[src/rtl/cnt_seq_monitor.sv]
// Sequence monitor for a free-running up counter.
// Ports: clk, rst (async active-low), cnt_in, clr, match_val -> tc_pulse,
//        match_pulse, wrap_cnt, wrap_ovf, ext_cnt, seq_err, err_val, state.
module cnt_seq_monitor #(
  parameter int WIDTH  = 4,
  parameter int WRAP_W = 8
) (
  input  logic                    clk,
  input  logic                    rst,
  input  logic [WIDTH-1:0]        cnt_in,
  input  logic                    clr,
  input  logic [WIDTH-1:0]        match_val,
  output logic                    tc_pulse,
  output logic                    match_pulse,
  output logic [WRAP_W-1:0]       wrap_cnt,
  output logic                    wrap_ovf,
  output logic [WRAP_W+WIDTH-1:0] ext_cnt,
  output logic                    seq_err,
  output logic [WIDTH-1:0]        err_val,
  output logic [1:0]              state
);

  localparam logic [1:0] SYNC  = 2'b00;
  localparam logic [1:0] TRACK = 2'b01;
  localparam logic [1:0] FAULT = 2'b10;

  localparam logic [WIDTH-1:0] CNT_MAX = '1;

  logic [WIDTH-1:0]  prev;
  logic [WIDTH-1:0]  exp_cnt;
  logic              in_seq;
  logic              wrap;
  logic              hit;
  logic [WRAP_W-1:0] wrap_nxt;

  assign exp_cnt  = prev + WIDTH'(1);
  assign in_seq   = (cnt_in == exp_cnt);
  // in_seq with prev at max already implies cnt_in == 0
  assign wrap     = (state == TRACK) && in_seq
                    && (prev == CNT_MAX);
  assign wrap_nxt = wrap_cnt + WRAP_W'(wrap);
  assign hit      = (cnt_in == match_val);

  always_ff @(posedge clk or negedge rst) begin
    if (!rst) begin
      state       <= SYNC;
      prev        <= '0;
      wrap_cnt    <= '0;
      wrap_ovf    <= 1'b0;
      ext_cnt     <= '0;
      seq_err     <= 1'b0;
      err_val     <= '0;
      tc_pulse    <= 1'b0;
      match_pulse <= 1'b0;
    end else if (clr) begin
      state       <= SYNC;
      prev        <= cnt_in;
      wrap_cnt    <= '0;
      wrap_ovf    <= 1'b0;
      ext_cnt     <= {{WRAP_W{1'b0}}, cnt_in};
      seq_err     <= 1'b0;
      err_val     <= '0;
      tc_pulse    <= 1'b0;
      match_pulse <= 1'b0;
    end else begin
      unique case (1'b1)
        (state == SYNC): begin
          prev        <= cnt_in;
          tc_pulse    <= 1'b0;
          match_pulse <= hit;
          ext_cnt     <= {wrap_cnt, cnt_in};
          state       <= TRACK;
        end
        (state == TRACK): begin
          prev        <= cnt_in;
          tc_pulse    <= wrap;
          match_pulse <= hit;
          ext_cnt     <= {wrap_nxt, cnt_in};
          wrap_cnt    <= wrap_nxt;
          if (wrap && (&wrap_cnt))
            wrap_ovf <= 1'b1;
          if (!in_seq) begin
            seq_err <= 1'b1;
            err_val <= cnt_in;
            state   <= FAULT;
          end
        end
        (state == FAULT): begin
          prev        <= cnt_in;
          tc_pulse    <= 1'b0;
          match_pulse <= 1'b0;
        end
        default: begin
          state       <= SYNC;
          tc_pulse    <= 1'b0;
          match_pulse <= 1'b0;
        end
      endcase
    end
  end

endmodule

[config.mk]
export PLATFORM = sky130hd
export DESIGN_NAME = cnt_seq_monitor
export DESIGN_NICKNAME = d
export VERILOG_FILES = /design/src/rtl/cnt_seq_monitor.sv
export SDC_FILE = /design/constraint.sdc
export NUM_CORES = 1
export LEC_CHECK = 0
export BUFFER_PORTS_ARGS = -buffer_cell sky130_fd_sc_hd__buf_2
export CORE_AREA = 2 2 74 48
export DETAILED_ROUTE_END_ITERATION = 8
export DIE_AREA = 0 0 76 50
export GPL_TIMING_DRIVEN = 0
export PLACE_DENSITY = 0.8
export SYNTH_ARGS = -nofsm -noshare
export SYNTH_HDL_FRONTEND = slang
export SYNTH_SLANG_ARGS = --single-unit
[constraint.sdc]
create_clock -name clk -period 5.6 [get_ports clk]
set_clock_uncertainty 0.15 [all_clocks]
set_input_delay 1.12 -clock clk [delete_from_list [all_inputs] [get_ports clk]]
set_output_delay 1.12 -clock clk [all_outputs]
set_load 0.01 [all_outputs]
# --- Word level (Yosys, flattened, before mapping) ---
# Index checks and enable logic that the tools add are counted.
word_totals:
  out_inout_bits: 30
  register_bits: 34
op_classes:
  mux: 22
  reduce_logical: 14
  eq_ne: 8
  add_sub_neg: 2
ops:
  columns: ["cell", "count"]
  rows:
  - ["12-bit one-hot mux with 2 select lines", 1]
  - ["4-bit 2-to-1 mux", 5]
  - ["8-bit 2-to-1 mux", 2]
  - ["12-bit 2-to-1 mux", 1]
  - ["1-bit 2-to-1 mux", 10]
  - ["8-bit by 1-bit adder with 8-bit output", 1]
  - ["4-bit equality test", 2]
  - ["8-bit AND reduction", 1]
  - ["2-bit one-hot mux with 3 select lines", 1]
  - ["2-bit AND reduction", 3]
  - ["2-bit nonzero test", 3]
  - ["4-bit by 1-bit adder with 4-bit output, second input constant", 1]
  - ["4-bit equality test, second input constant", 1]
  - ["2-bit 2-to-1 mux", 2]
  - ["2-bit != test, second input constant", 2]
  - ["1-bit logical AND", 3]
  - ["3-bit != test, second input constant", 1]
  - ["3-bit nonzero test", 1]
  - ["3-bit OR reduction", 1]
  - ["2-bit by 1-bit equality test with 1-bit output, second input constant", 1]
  - ["2-bit equality test, second input constant", 1]
  - ["2-bit logical NOT", 1]
  - ["2-bit OR reduction", 1]

# --- Longest topological paths before layout ---
depth:
  ltp_word: 8
  depth_mapped: 12

# --- Worst setup path before layout ---
# Ideal clock, no wire load.
synth_timing:
  path_type: "input to register"
  from: "in cnt_in[3]"
  to: "reg ext_cnt[6]"
  path_buffers: 1
  cell_stages: 11
  setup_slack_ns: 2.418
  required_time_ns: 5.329
  t_arrival_ns: 2.911
  cell_sequence: "xor2_1 -> xnor2_1 -> or3_1 -> buf_6 -> nor2_1 -> ha_1 -> ha_1 -> nand3b_1 -> xor2_1 -> nor2_1 -> a22o_1"
synth_via:
  elab_chain_cells: 6
synth_lines:
  columns: ["element", "line", "text"]
  rows:
  - ["start: declaration", "10", "input logic [WIDTH-1:0] cnt_in,"]
  - ["4-bit equality test", "37", "assign in_seq = (cnt_in == exp_cnt);"]
  - ["1-bit logical AND", "39", "assign wrap = (state == TRACK) && in_seq"]
  - ["1-bit logical AND", "40", "&& (prev == CNT_MAX);"]
  - ["8-bit by 1-bit adder with 8-bit output", "41", "assign wrap_nxt = wrap_cnt + WRAP_W'(wrap);"]
  - ["12-bit one-hot mux with 2 select lines", "66", "unique case (1'b1)"]
  - ["12-bit 2-to-1 mux", "55", "end else if (clr) begin"]
  - ["end signal: assignment", "60", "ext_cnt <= {{WRAP_W{1'b0}}, cnt_in};"]
  - ["end signal: assignment", "71", "ext_cnt <= {wrap_cnt, cnt_in};"]
  - ["end signal: assignment", "78", "ext_cnt <= {wrap_nxt, cnt_in};"]
  - ["end: declaration", "17", "output logic [WRAP_W+WIDTH-1:0] ext_cnt,"]
# Every way passes these cells. The select of a mux whose other input is x is not followed.
# A chain may end at the register's enable or synchronous reset.

# --- Worst setup path in the final report ---
# Same ends and word-level chain as after synthesis.

==> parameters.txt <==
Parameter                              Value

Place
  Placed cells    233
  Routability congestion estimate from global placement    0.851
  Port bufs    40
  Estimated wirelength of the detail-placed design    2.75 mm

CTS
  Root Buffer Master    sky130_fd_sc_hd__clkbuf_8
  H-tree Lvls    2
  Clock insertion delay at the later pin of the skew report    0.28 ns
  Number of gates resized after cts    0
  Hold-fix buffers at CTS    0
  Clock transition time at the flip-flop clock pins of the worst setup and hold paths    0.07 ns
  Clock Sinks    34
  Clock Tree Buf Depth    2
  TritonCTS Buffers    5
  Post-CTS repair timing setup buffer count    0
  Clock tree from TritonCTS    done

STA
  Worst hold slack    0.350 ns
  Hold Vio Cnt, Final    0
  Final count of pins violating max slew    0
  Maximum clock rate    297 MHz
  Pin slew with the least headroom to its limit    0.731 ns
  Max transition margin    0.513
  Fin crit period    3.36 ns
  Post-Route Setup TNS    0 ns
  Crit share post-route    0.601
  Unrepaired setup endpoints after global routing    no
  Finish-stage setup viols    0

Global route
  Maximum number of pins on one net before global-route repair    35
  Initial antenna violation count    0
  Remaining global-route overflow    0
  GRT Util Overall    0.218
  Wire length of the first global-routing pass    6.40 mm
  Via count of the first global-routing pass    1308

Layout
  Number of standard cells in the final layout excluding fillers    241
  Area growth from synthesis to final layout    22.4%
  Number of antenna diodes    0
  Util after Layout    0.643
  Register Area    851 sq um
  Layout cells sized above 1    0.327
  Net total in the final layout    209
  Multi-input logic area    742 sq um
  Fillcell total    243

Routing
  Number of DRC markers after the initial detailed-route iteration    59
  Number of iterations in the first detailed-routing pass    4
  Routed wire length    3.76 mm
  Average wire length per cell after detail routing    15.6 microns
  Per-cell via count in the routed design    5.45
  Number of design rule violations left after detail routing    0
  Via total after detailed routing    1313
  Final antenna-violating net count    0

Die
  Starting density of the core    0.525
  Number of rows created at floorplan    16
  Core region area    3100 sq um
  Die height    50 microns
  Die span in x    76 microns
  DIE AREA    3800 sq um
  Number of I/O pins    41

Worst setup path
  Top Family by Delay on Critical Path    XOR/XNOR gates
  Critical Path Start Type    input pin
  WP buf/inv    2
  Reg-to-reg slack, setup    2.57 ns
  CP peak stage delay    0.54 ns
  Cell with the largest stage delay on the worst path    sky130_fd_sc_hd__xnor2_1
  Data required, critical path    5.62 ns
  Sort of element at the end of the critical path    flip-flop
  Worst endpoint data arrival time    3.39 ns
  Max FO, Critical Path    9
  Ordered cell list for the critical path    buf_2, xor2_1, xnor2_1, or3_1, buf_6, nor2_1, ha_1, ha_1, nand3b_1, xor2_1, nor2_1, a22o_1
  Type of the worst setup path    input pin to flip-flop

Synth
  Syn_area_per_cell    11.0 sq um
  Post-Syn Area    1630 sq um
  Cells after Synth    148
  Sequential share of the synthesized area    0.522
  Distinct cells, synth    32
  Synth Warn #    0
  Number of synthesized register bits    34
  Synthesized netlist net count    162

Worst hold path
  Classification of the worst-slack hold path    flip-flop to flip-flop

Pwr
  VDD IR-drop max    0.171 mV
  Standby leakage power    1.01 nW
  Sum of internal, switching and leakage power    0.604 mW
  Pwr/cell area    303 nW/um^2

Run status
  Result of the run    finished, final reports clean

Run
  Reported max-cap violation count    0
## Yosys cell counts
master                      number  area, sq um
sky130_fd_sc_hd__a211oi_1        6         45.0
sky130_fd_sc_hd__a21o_2          1         8.76
sky130_fd_sc_hd__a21oi_1         2         10.0
sky130_fd_sc_hd__a22o_1          1         8.76
sky130_fd_sc_hd__a22o_2          1         10.0
sky130_fd_sc_hd__and3_1          5         31.3
sky130_fd_sc_hd__and3_2          1         7.51
sky130_fd_sc_hd__and4_1          2         17.5
sky130_fd_sc_hd__buf_6           1         11.3
sky130_fd_sc_hd__clkbuf_1        5         18.8
sky130_fd_sc_hd__clkinv_1        1         3.75
sky130_fd_sc_hd__dfrtp_1        34          851
sky130_fd_sc_hd__ha_1            3         37.5
sky130_fd_sc_hd__inv_1           1         3.75
sky130_fd_sc_hd__mux2_2         10          113
sky130_fd_sc_hd__nand2_1        17         63.8
sky130_fd_sc_hd__nand2b_1        1         6.26
sky130_fd_sc_hd__nand3_1         3         15.0
sky130_fd_sc_hd__nand3b_1        1         7.51
sky130_fd_sc_hd__nand4_1         4         25.0
sky130_fd_sc_hd__nor2_1         14         52.6
sky130_fd_sc_hd__nor2b_1         1         6.26
sky130_fd_sc_hd__nor3_1          2         10.0
sky130_fd_sc_hd__nor4_1          1         6.26
sky130_fd_sc_hd__o2111ai_1       4         35.0
sky130_fd_sc_hd__o21ai_0         4         20.0
sky130_fd_sc_hd__o41ai_4         1         27.5
sky130_fd_sc_hd__or3_1           1         6.26
sky130_fd_sc_hd__or4_1           3         22.5
sky130_fd_sc_hd__or4_2           1         8.76
sky130_fd_sc_hd__xnor2_1         7         61.3
sky130_fd_sc_hd__xor2_1          9         78.8
## power breakdown
group	internal (mW)	switching [mW]	total [mW]
sequential	0.263	0.0139	0.277
combinational	0.0418	0.0653	0.107
clock	0.131	0.0885	0.219
## routing by layer
metal | track usage | vias to the layer above | share of wire
met5 | 0 | - | 0
met4 | 0.0515 | 0 | 0.0056
met3 | 0.0568 | 4 | 0.045
met2 | 0.344 | 32 | 0.47
met1 | 0.306 | 655 | 0.48
li1 | - | 622 | -
## worst reg2reg max path, stage by stage (launching register included)
cell and delay (ns):
sky130_fd_sc_hd__dfrtp_1 0.42, sky130_fd_sc_hd__ha_1 0.24, sky130_fd_sc_hd__xnor2_1 0.14, sky130_fd_sc_hd__xnor2_1 0.55, sky130_fd_sc_hd__or3_1 0.22, sky130_fd_sc_hd__buf_6 0.12, sky130_fd_sc_hd__nor2_1 0.05, sky130_fd_sc_hd__ha_1 0.20
sky130_fd_sc_hd__ha_1 0.22, sky130_fd_sc_hd__nand3b_1 0.12, sky130_fd_sc_hd__xor2_1 0.16, sky130_fd_sc_hd__nor2_1 0.08, sky130_fd_sc_hd__a22o_1 0.26
## per-stage QoR
stage / instance area (sq um) / setup WS, ns
floorplan: 1630 / 2.42
global placement: 1890 / 2.06
detailed placement: 1890 / 2.00
CTS: 2000 / 2.27
global route: 2000 / 2.08
finish: 2000 / 2.24
## final timing paths
| check | startpoint | end | depth (start not counted) |
|---|---|---|---|
| setup / recovery | cnt_in[3] | ext_cnt[6]$_DFFE_PN0P_ | 12 |
| hold / removal | ext_cnt[6]$_DFFE_PN0P_ | ext_cnt[6]$_DFFE_PN0P_ | 1 |
| setup reg to reg | prev[0]$_DFFE_PN0P_ | ext_cnt[6]$_DFFE_PN0P_ | 12 |
| hold reg to reg | ext_cnt[6]$_DFFE_PN0P_ | ext_cnt[6]$_DFFE_PN0P_ | 1 |
| max in group asynchronous | rst | wrap_cnt[3]$_DFFE_PN0P_ | 1 |
| min in group asynchronous | rst | err_val[1]$_DFFE_PN0P_ | 1 |
## cell families after synthesis
kind of cell / share of synthesized area
flip-flops: 0.522
AND/OR/NAND/NOR: 0.176
AO/OA/AOI/OAI: 0.101
adder cells (fa/ha/maj): 0.0230
XOR/XNOR: 0.0860
multiplexers: 0.0691
buffers and inverters: 0.0230
## registers in the layout (all words and copies together), names as in the netlist
signal and count:
err_val 4, prev 4, state 2, wrap_ovf 1, tc_pulse 1, match_pulse 1, ext_cnt 12, seq_err 1
wrap_cnt 8
## layout by cell type (no fill, tap or decap), drive strengths merged, types with 2 or more instances in the layout
cell type and count:
buf 41, ha 3, mux2 10, and4 2, xnor2 7, dfrtp 34
nor2 14, a21oi 2, nor3 2, or4 4, o21ai 4, and3 6
a22o 2, xor2 9, nand2 17, clkinv 3, o2111ai 4, clkbuf 10
a211oi 6, nand3 3, nand4 4
## cell type report
cell class,count,area share
sequential,34,0.426
clock buffer,5,0.0345
clock inverter,3,0.0201
buffer,6,0.0150
inverter,2,0.00376
multi-input combinational,106,0.372
timing repair buffer,40,0.100
tap,45,0.0282
Note: power is estimated with default switching activity, not from simulation.
